File: config.mk
export PLATFORM = sky130hd
export DESIGN_NAME = router_fsm_flat
export DESIGN_NICKNAME = d
export VERILOG_FILES = /design/src/rtl/router_fsm_pkg.sv /design/src/rtl/router_fsm_if.sv /design/src/rtl/router_fsm.sv /design/src/flat_wrapper.sv
export SDC_FILE = /design/constraint.sdc
export NUM_CORES = 1
export LEC_CHECK = 0
export BUFFER_PORTS_ARGS = -buffer_cell sky130_fd_sc_hd__clkbuf_2
export CORE_AREA = 2 2 39 41
export CTS_BUF_LIST = sky130_fd_sc_hd__clkbuf_16
export CTS_CLUSTER_DIAMETER = 80
export DETAILED_ROUTE_END_ITERATION = 16
export DIE_AREA = 0 0 41 43
export SYNTH_ARGS = -nofsm -noshare
export SYNTH_HDL_FRONTEND = slang
export SYNTH_SLANG_ARGS = --single-unit
File: constraint.sdc
create_clock -name clk -period 2.1 [get_ports clk]
set_clock_uncertainty 0.05 [all_clocks]
set_input_delay 0.21 -clock clk [delete_from_list [all_inputs] [get_ports clk]]
set_output_delay 0.21 -clock clk [all_outputs]
set_load 0.005 [all_outputs]
File: src/rtl/router_fsm_pkg.sv
// Shared definitions for the 1x3 router write controller: state encoding,
// destination address constants and small decode helpers.
package router_pkg;

  // Width of the header destination field (data[1:0]).
  localparam int ADDR_WIDTH = 2;

  // Destination address values carried in the header byte.
  localparam logic [ADDR_WIDTH-1:0] ADDR_P0      = 2'd0;
  localparam logic [ADDR_WIDTH-1:0] ADDR_P1      = 2'd1;
  localparam logic [ADDR_WIDTH-1:0] ADDR_P2      = 2'd2;
  localparam logic [ADDR_WIDTH-1:0] ADDR_INVALID = 2'd3;

  // Controller state: 8 states, binary 3-bit encoding. Kept as plain
  // logic constants so legacy code comparing raw encodings still works.
  typedef logic [2:0] state_t;

  localparam state_t DECODE_ADDRESS     = 3'd0;
  localparam state_t LOAD_FIRST_DATA    = 3'd1;
  localparam state_t LOAD_DATA          = 3'd2;
  localparam state_t FIFO_FULL_STATE    = 3'd3;
  localparam state_t LOAD_AFTER_FULL    = 3'd4;
  localparam state_t LOAD_PARITY        = 3'd5;
  localparam state_t CHECK_PARITY_ERROR = 3'd6;
  localparam state_t WAIT_TILL_EMPTY    = 3'd7;

  // Select the per-port flag addressed by addr; the invalid address
  // selects nothing and returns 0.
  function automatic logic sel_port(input logic [ADDR_WIDTH-1:0] addr,
                                    input logic                  flag_0,
                                    input logic                  flag_1,
                                    input logic                  flag_2);
    logic result;
    case (addr)
      ADDR_P0: result = flag_0;
      ADDR_P1: result = flag_1;
      ADDR_P2: result = flag_2;
      default: result = 1'b0;
    endcase
    return result;
  endfunction

endpackage

File: src/rtl/router_fsm_if.sv
// Source-side handshake of the router: header/payload valid, header
// destination field and the busy back-pressure returned to the source.
interface router_fsm_if;
  import router_pkg::*;

  logic                  pkt_valid;
  logic [ADDR_WIDTH-1:0] datain;
  logic                  busy;

  // Packet source view: drives valid/data, observes busy.
  modport master (
    output pkt_valid,
    output datain,
    input  busy
  );

  // Write controller view: observes valid/data, drives busy.
  modport slave (
    input  pkt_valid,
    input  datain,
    output busy
  );

endinterface

File: src/rtl/router_fsm.sv
// Packet-level write controller for the 1x3 router. Moore FSM: decodes the
// header destination, waits for the addressed FIFO to drain, then sequences
// the register/synchronizer stages through data, stall and parity phases.
module router_fsm
  import router_pkg::*;
(
  input  logic         clk,
  input  logic         reset,
  router_fsm_if.slave  src,
  input  logic         fifo_full,
  input  logic         fifo_empty_0,
  input  logic         fifo_empty_1,
  input  logic         fifo_empty_2,
  input  logic         soft_reset_0,
  input  logic         soft_reset_1,
  input  logic         soft_reset_2,
  input  logic         parity_done,
  input  logic         low_pkt_valid,
  output logic         detect_add,
  output logic         lfd_state,
  output logic         ld_state,
  output logic         laf_state,
  output logic         full_state,
  output logic         write_enb_reg,
  output logic         rst_int_reg
);

  state_t                state_q;
  state_t                next_state_s;
  logic [ADDR_WIDTH-1:0] addr_q;

  // Timeout reset of the port this packet is addressed to; the other
  // ports' timeouts do not concern the packet in flight.
  logic soft_reset_hit_s;
  // Empty flag of the port named by the incoming header byte.
  logic hdr_empty_s;
  // Empty flag of the latched destination port.
  logic addr_empty_s;
  // Header names one of the three real ports.
  logic hdr_valid_addr_s;

  // Source/port selection decode shared by the next-state logic.
  always_comb begin
    soft_reset_hit_s = sel_port(addr_q, soft_reset_0, soft_reset_1, soft_reset_2);
    hdr_empty_s      = sel_port(src.datain, fifo_empty_0, fifo_empty_1, fifo_empty_2);
    addr_empty_s     = sel_port(addr_q, fifo_empty_0, fifo_empty_1, fifo_empty_2);
    if (src.datain != ADDR_INVALID) begin
      hdr_valid_addr_s = 1'b1;
    end else begin
      hdr_valid_addr_s = 1'b0;
    end
  end

  // Next-state logic: soft reset of the addressed port overrides all
  // normal transitions.
  always_comb begin
    next_state_s = DECODE_ADDRESS;
    if (soft_reset_hit_s) begin
      next_state_s = DECODE_ADDRESS;
    end else begin
      case (state_q)
        DECODE_ADDRESS: begin
          if (src.pkt_valid && hdr_valid_addr_s) begin
            if (hdr_empty_s) begin
              next_state_s = LOAD_FIRST_DATA;
            end else begin
              next_state_s = WAIT_TILL_EMPTY;
            end
          end else begin
            // Invalid destination or no packet: drop and keep decoding.
            next_state_s = DECODE_ADDRESS;
          end
        end
        LOAD_FIRST_DATA: begin
          next_state_s = LOAD_DATA;
        end
        LOAD_DATA: begin
          if (fifo_full) begin
            next_state_s = FIFO_FULL_STATE;
          end else if (!src.pkt_valid) begin
            next_state_s = LOAD_PARITY;
          end else begin
            next_state_s = LOAD_DATA;
          end
        end
        FIFO_FULL_STATE: begin
          if (!fifo_full) begin
            next_state_s = LOAD_AFTER_FULL;
          end else begin
            next_state_s = FIFO_FULL_STATE;
          end
        end
        LOAD_AFTER_FULL: begin
          if (parity_done) begin
            next_state_s = DECODE_ADDRESS;
          end else if (low_pkt_valid) begin
            next_state_s = LOAD_PARITY;
          end else begin
            next_state_s = LOAD_DATA;
          end
        end
        LOAD_PARITY: begin
          next_state_s = CHECK_PARITY_ERROR;
        end
        CHECK_PARITY_ERROR: begin
          if (fifo_full) begin
            next_state_s = FIFO_FULL_STATE;
          end else begin
            next_state_s = DECODE_ADDRESS;
          end
        end
        WAIT_TILL_EMPTY: begin
          if (addr_empty_s) begin
            next_state_s = LOAD_FIRST_DATA;
          end else begin
            next_state_s = WAIT_TILL_EMPTY;
          end
        end
        default: begin
          next_state_s = DECODE_ADDRESS;
        end
      endcase
    end
  end

  // State register with synchronous active-high reset.
  always_ff @(posedge clk) begin
    if (reset) begin
      state_q <= DECODE_ADDRESS;
    end else begin
      state_q <= next_state_s;
    end
  end

  // Destination latch: captured on every header cycle that has a valid
  // byte, so WAIT_TILL_EMPTY and soft-reset matching use this packet's port.
  always_ff @(posedge clk) begin
    if (reset) begin
      addr_q <= ADDR_P0;
    end else if ((state_q == DECODE_ADDRESS) && src.pkt_valid) begin
      addr_q <= src.datain;
    end else begin
      addr_q <= addr_q;
    end
  end

  // Moore output decode from the state register only.
  always_comb begin
    detect_add    = 1'b0;
    lfd_state     = 1'b0;
    ld_state      = 1'b0;
    laf_state     = 1'b0;
    full_state    = 1'b0;
    write_enb_reg = 1'b0;
    rst_int_reg   = 1'b0;
    src.busy      = 1'b0;
    case (state_q)
      DECODE_ADDRESS: begin
        detect_add = 1'b1;
      end
      LOAD_FIRST_DATA: begin
        lfd_state = 1'b1;
        src.busy  = 1'b1;
      end
      LOAD_DATA: begin
        ld_state      = 1'b1;
        write_enb_reg = 1'b1;
      end
      FIFO_FULL_STATE: begin
        full_state = 1'b1;
        src.busy   = 1'b1;
      end
      LOAD_AFTER_FULL: begin
        laf_state     = 1'b1;
        write_enb_reg = 1'b1;
        src.busy      = 1'b1;
      end
      LOAD_PARITY: begin
        write_enb_reg = 1'b1;
        src.busy      = 1'b1;
      end
      CHECK_PARITY_ERROR: begin
        rst_int_reg = 1'b1;
        src.busy    = 1'b1;
      end
      WAIT_TILL_EMPTY: begin
        src.busy = 1'b1;
      end
      default: begin
        detect_add = 1'b0;
      end
    endcase
  end

endmodule

File: src/flat_wrapper.sv
// flat-port wrapper written by rule: the top's interface ports become plain ports
module router_fsm_flat import router_pkg::*;
  (clk, reset, fifo_full, fifo_empty_0, fifo_empty_1, fifo_empty_2, soft_reset_0, soft_reset_1, soft_reset_2, parity_done, low_pkt_valid, detect_add, lfd_state, ld_state, laf_state, full_state, write_enb_reg, rst_int_reg, src_pkt_valid, src_datain, src_busy);
  router_fsm_if src_i ();
  input  logic clk;
  input  logic reset;
  input  logic fifo_full;
  input  logic fifo_empty_0;
  input  logic fifo_empty_1;
  input  logic fifo_empty_2;
  input  logic soft_reset_0;
  input  logic soft_reset_1;
  input  logic soft_reset_2;
  input  logic parity_done;
  input  logic low_pkt_valid;
  output logic detect_add;
  output logic lfd_state;
  output logic ld_state;
  output logic laf_state;
  output logic full_state;
  output logic write_enb_reg;
  output logic rst_int_reg;
  input wire logic [$bits(src_i.pkt_valid)-1:0] src_pkt_valid;
  input wire logic [$bits(src_i.datain)-1:0] src_datain;
  output wire logic [$bits(src_i.busy)-1:0] src_busy;
  assign src_i.pkt_valid = src_pkt_valid;
  assign src_i.datain = src_datain;
  assign src_busy = src_i.busy;
  router_fsm u_core (.clk(clk), .reset(reset), .src(src_i), .fifo_full(fifo_full), .fifo_empty_0(fifo_empty_0), .fifo_empty_1(fifo_empty_1), .fifo_empty_2(fifo_empty_2), .soft_reset_0(soft_reset_0), .soft_reset_1(soft_reset_1), .soft_reset_2(soft_reset_2), .parity_done(parity_done), .low_pkt_valid(low_pkt_valid), .detect_add(detect_add), .lfd_state(lfd_state), .ld_state(ld_state), .laf_state(laf_state), .full_state(full_state), .write_enb_reg(write_enb_reg), .rst_int_reg(rst_int_reg));
endmodule
# --- After elaboration in Yosys (flattened, before gate mapping) ---
# Index checks and enable logic that the tools add are counted.
classes:
  add_sub_neg: 0
  mul: 0
  n_div: 0
  order_cmp: 0
  eq_ne: 12
  shifts: 0
  mux: 22
  bitwise_logic: 0
  reduce_logical: 8
ops:
  columns: ["cell", "n"]
  rows:
  - ["3-bit 2-to-1 mux", 8]
  - ["3-bit case mux with 8 select lines", 1]
  - ["3-bit equality test, second input constant", 4]
  - ["1-bit 2-to-1 mux", 9]
  - ["1-bit case mux with 3 select lines", 3]
  - ["3-bit by 2-bit equality test with 1-bit output, second input constant", 2]
  - ["6-bit OR reduction", 1]
  - ["2-bit by 1-bit equality test with 1-bit output, second input constant", 2]
  - ["2-bit equality test, second input constant", 2]
  - ["2-bit logical NOT", 2]
  - ["3-bit by 1-bit equality test with 1-bit output, second input constant", 1]
  - ["3-bit logical NOT", 1]
  - ["3-bit OR reduction", 1]
  - ["1-bit logical AND", 2]
  - ["2-bit 2-to-1 mux", 1]
  - ["2-bit inequality test, second input constant", 1]
  - ["2-bit OR reduction", 1]
totals:
  register_bits: 5
  latchBits: 0
  ram_bits: 0
  romBits: 0
  out_inout_bits: 8
  elab_cells: 44
  memories: 0

# --- Logic depth before layout (Yosys ltp) ---
depth:
  word_depth: 5
  depth_mapped: 5
  mapped_depth_nobuf: 4

# --- Worst setup path before layout ---
# Ideal clock, no wire load.
synth_path:
  kind: "reg-to-reg"
  from: "register u_core.state_q[1]"
  to: "register u_core.state_q[2]"
  arrival_time_ns: 1.289
  required_ns: 1.976
  slack_ns: 0.687
  stages_incl_launch_ff: 6
  path_buffers: 1
  period_less_slack_ns: 1.413
  path_cell_list: "dfxtp_1 buf_6 or4b_4 o21ai_1 a31oi_1 a31oi_1"
synth_via:
  elab_chain_cells: 2
  elab_cells_between_ends: 9
  cone_classes: "eq/ne: 7; mux: 1; reduce/logical: 1"
synth_rtl:
  columns: ["item", "line_no", "source"]
  rows:
  - ["start: declaration", "router_fsm.sv:28", "state_t state_q;"]
  - ["start signal: assignment", "router_fsm.sv:131", "state_q <= next_state_s;"]
  - ["3-bit equality test (tied with other cells)", "router_fsm.sv:61", "case (state_q)"]
  - ["3-bit case mux with 8 select lines (*)", "router_fsm.sv:61", null]
# Mark *: on every way between the ends. The rest lies on a longest branch, timed or not.
# A chain may end at the register's enable or synchronous reset.

# --- Worst setup path in the final report ---
layout_path:
  from: "register u_core.state_q[2]"
  to: "output write_enb_reg"
layout_via:
  elab_chain_cells: 3
  elab_cells_between_ends: 5
  cone_classes: "eq/ne: 3; mux: 1; reduce/logical: 1"
layout_rtl:
  columns: ["item", "line_no", "source"]
  rows:
  - ["3-bit by 2-bit equality test with 1-bit output or 3-bit equality test (tied branches)", "router_fsm.sv:157", "case (state_q)"]
  - ["3-bit OR reduction (no line) (*)", null, null]
  - ["1-bit 2-to-1 mux (*)", "router_fsm.sv:157", null]
  - ["end: declaration", "flat_wrapper.sv:21", "output logic write_enb_reg;"]
# Marks and branches as above.

==> results.sh <==
export IMPL_power_density_nw_per_um2=843
export IMPL_max_stage_delay_ns=0.57
export IMPL_fin_tns_setup_ns=0
export IMPL_worstPathMaxFanout=16
export IMPL_gp_congestion=0.775
export IMPL_synth_top_area_share=0.242
export IMPL_whs_ns=0.136
export IMPL_startpoint="u_core.state_q[2]$_SDFF_PP0_"
export IMPL_max_cap_violations=0
export IMPL_port_buffers=21
export IMPL_synthTopCellsByArea="dfxtp_1 (24%), a31oi_1 (7.6%), nand2_1 (7.3%)"
export IMPL_numCtsBuffers=3
export IMPL_vias=468
export IMPL_worst_slew_pin_transition_ns=0.424
export IMPL_synth_top_area_cell="dfxtp_1"
export IMPL_grt_pass1_vias=335
export IMPL_layout_common_cells="clkbuf_2 (21), nand2_1 (8), a21oi_1 (5), a31oi_1 (5), dfxtp_1 (5)"
export IMPL_timing_worst_setup_path_type="flop to primary output"
export IMPL_routed_wl_microns=943
export IMPL_fin_ws_ns=0.546
export IMPL_ys_ff_latch=5
export IMPL_final_common_cell="clkbuf_2"
export IMPL_drv_slew=0
export IMPL_hp_class="input pin to flop"
export IMPL_overflow=0
export IMPL_reg2reg_from="u_core.state_q[2]$_SDFF_PP0_"
export IMPL_worstHoldStart="reset"
export IMPL_setup_violations=0
export IMPL_drive_above_1_share=0.342
export IMPL_total_power_uw=502
export IMPL_synth_fp_nets=71
export IMPL_nNetsFinal=94
export IMPL_hpwlAfterDp_microns=754
export IMPL_crit_required_ns=1.84
export IMPL_num_rows=14
export IMPL_synthCells=57
export IMPL_dieArea_sq_um=1760
export IMPL_min_period_over_period=0.740
export IMPL_ys_flop_type="dfxtp_1"
export IMPL_arrival_ns=1.29
export IMPL_first_pass_iters=4
export IMPL_start_util=0.299
export IMPL_area_growth_synth_to_final_pct=43.8
export IMPL_cp_slowest_cell="dfxtp_1"
export IMPL_clk_transition_reported_paths_ns=0.03
export IMPL_clockRootBuffer="clkbuf_16"
export IMPL_grt_pass1_wl_microns=1370
export IMPL_fillerInstances=141
export IMPL_yosysUniqueCellTypes=29
export IMPL_htreeDepth=1
export IMPL_syn_area_per_cell_sq_um=7.27
export IMPL_vdd_drop_max_mv=0.388
export IMPL_grt_max_degree=17
export IMPL_regArea_sq_um=100
export IMPL_cts_buffer_depth=2
export IMPL_place_ws_ns=0.606
export IMPL_outcome="finished clean"
export IMPL_clock_sinks=5
export IMPL_wl_per_cell_microns=9.93
export IMPL_synth_edf_count=0
export IMPL_ys_seq_area_frac=0.242
export IMPL_coreArea_sq_um=1380
export IMPL_fp_dieH_microns=43
export IMPL_drt_initial_drc_count=9
export IMPL_max_clock_freq_mhz=644
export IMPL_pin_count=22
export IMPL_holdPathStages=2
export IMPL_slew_headroom=0.717
export IMPL_r2r_cells=4
export IMPL_async_flop_share=0
export IMPL_rsz0062_at_grt="no"
export IMPL_syn_area_sq_um=414
export IMPL_vias_per_cell=4.93
export IMPL_antenna_found_initial=0
export IMPL_yosysWarnings=0
export IMPL_cp_cell_sequence="or2_1, nor2_1, a21o_1, clkbuf_2"
export IMPL_clock_latency_ns=0.22
export IMPL_holdBufCountCts=0
export IMPL_finalHoldViolations=0
export IMPL_multiInputGateArea_sq_um=280
export IMPL_cts_setup_buffers=0
export IMPL_fp_dieW_microns=41
export IMPL_final_min_clock_period_ns=1.55
export IMPL_post_cts_resize_count=0
export IMPL_startpoint_type="flop"
export IMPL_antennaDiodeCount=0
export IMPL_drc=0
export IMPL_leakage_uw=0.000289
export IMPL_grt_usage=0.109
export IMPL_cts_tree="yes"
export IMPL_final_antenna_net_count=0
export IMPL_end_kind="primary output"
-- per-stage QoR --
step	cell area (sq um)	util	std cells
global placement	517	0.373	91
floorplan	414	-	57
detailed placement	517	0.373	91
CTS	596	0.430	95
finish	596	0.430	95
global route	596	0.430	95
-- registers in the layout, summed over array words and instances (netlist names) --
| name | flops |
|---|---|
| u_core.addr_q | 2 |
| u_core.state_q | 3 |
-- area by class of cell --
class                      count  share of cell area
clock buffer                   3               0.126
clock inverter                 1             0.00630
inverter                       3              0.0189
multi-input combinational     46               0.471
sequential                     5               0.168
tap                           16              0.0336
timing repair buffer          21               0.176
-- where the power goes --
part	total, uW	internal (uW)	switching (uW)
logic	81.8	43.2	38.5
registers	117	103	14.4
clock network	303	246	57.2
total	502	392	110
-- metal layers --
| metal | track usage | vias to the layer above | wire (microns) |
|---|---|---|---|
| met5 | 0 | - | 0 |
| met4 | 0.0200 | 0 | 0 |
| li1 | - | 256 | - |
| met1 | 0.160 | 206 | 452 |
| met2 | 0.156 | 6 | 465 |
| met3 | 0.0314 | 0 | 26 |
-- path summary, 6_finish.rpt --
kind / slack (ns) / endpoint
max: 0.55 / write_enb_reg
min: 0.14 / u_core.addr_q[0]$_SDFFE_PP0P_
max reg2reg: 0.59 / u_core.state_q[2]$_SDFF_PP0_
min reg2reg: 0.46 / u_core.addr_q[0]$_SDFFE_PP0P_
-- cell families after synthesis --
family,count (synthesis),share of synthesized area
AND/OR/NAND/NOR,25,0.335
AO/OA/AOI/OAI,19,0.293
buffers and inverters,6,0.0816
flip-flops,5,0.242
multiplexers,2,0.0483
-- cells in the mapped netlist (2+ instances only) --
cell	count
nor3_1	4
dfxtp_1	5
a21oi_1	5
o21ai_0	2
mux2i_1	2
nor2_1	2
nand2_1	8
a31oi_1	5
inv_1	2
and3_1	3
-- worst max-delay path: cells and delay by family, from the launching register on --
family,cells,cell delay [ns]
buffers and inverters,1,0.10
flip-flops,1,0.57
AO/OA/AOI/OAI,1,0.15
AND/OR/NAND/NOR,2,0.26
Note: power is estimated with default switching activity, not from simulation.
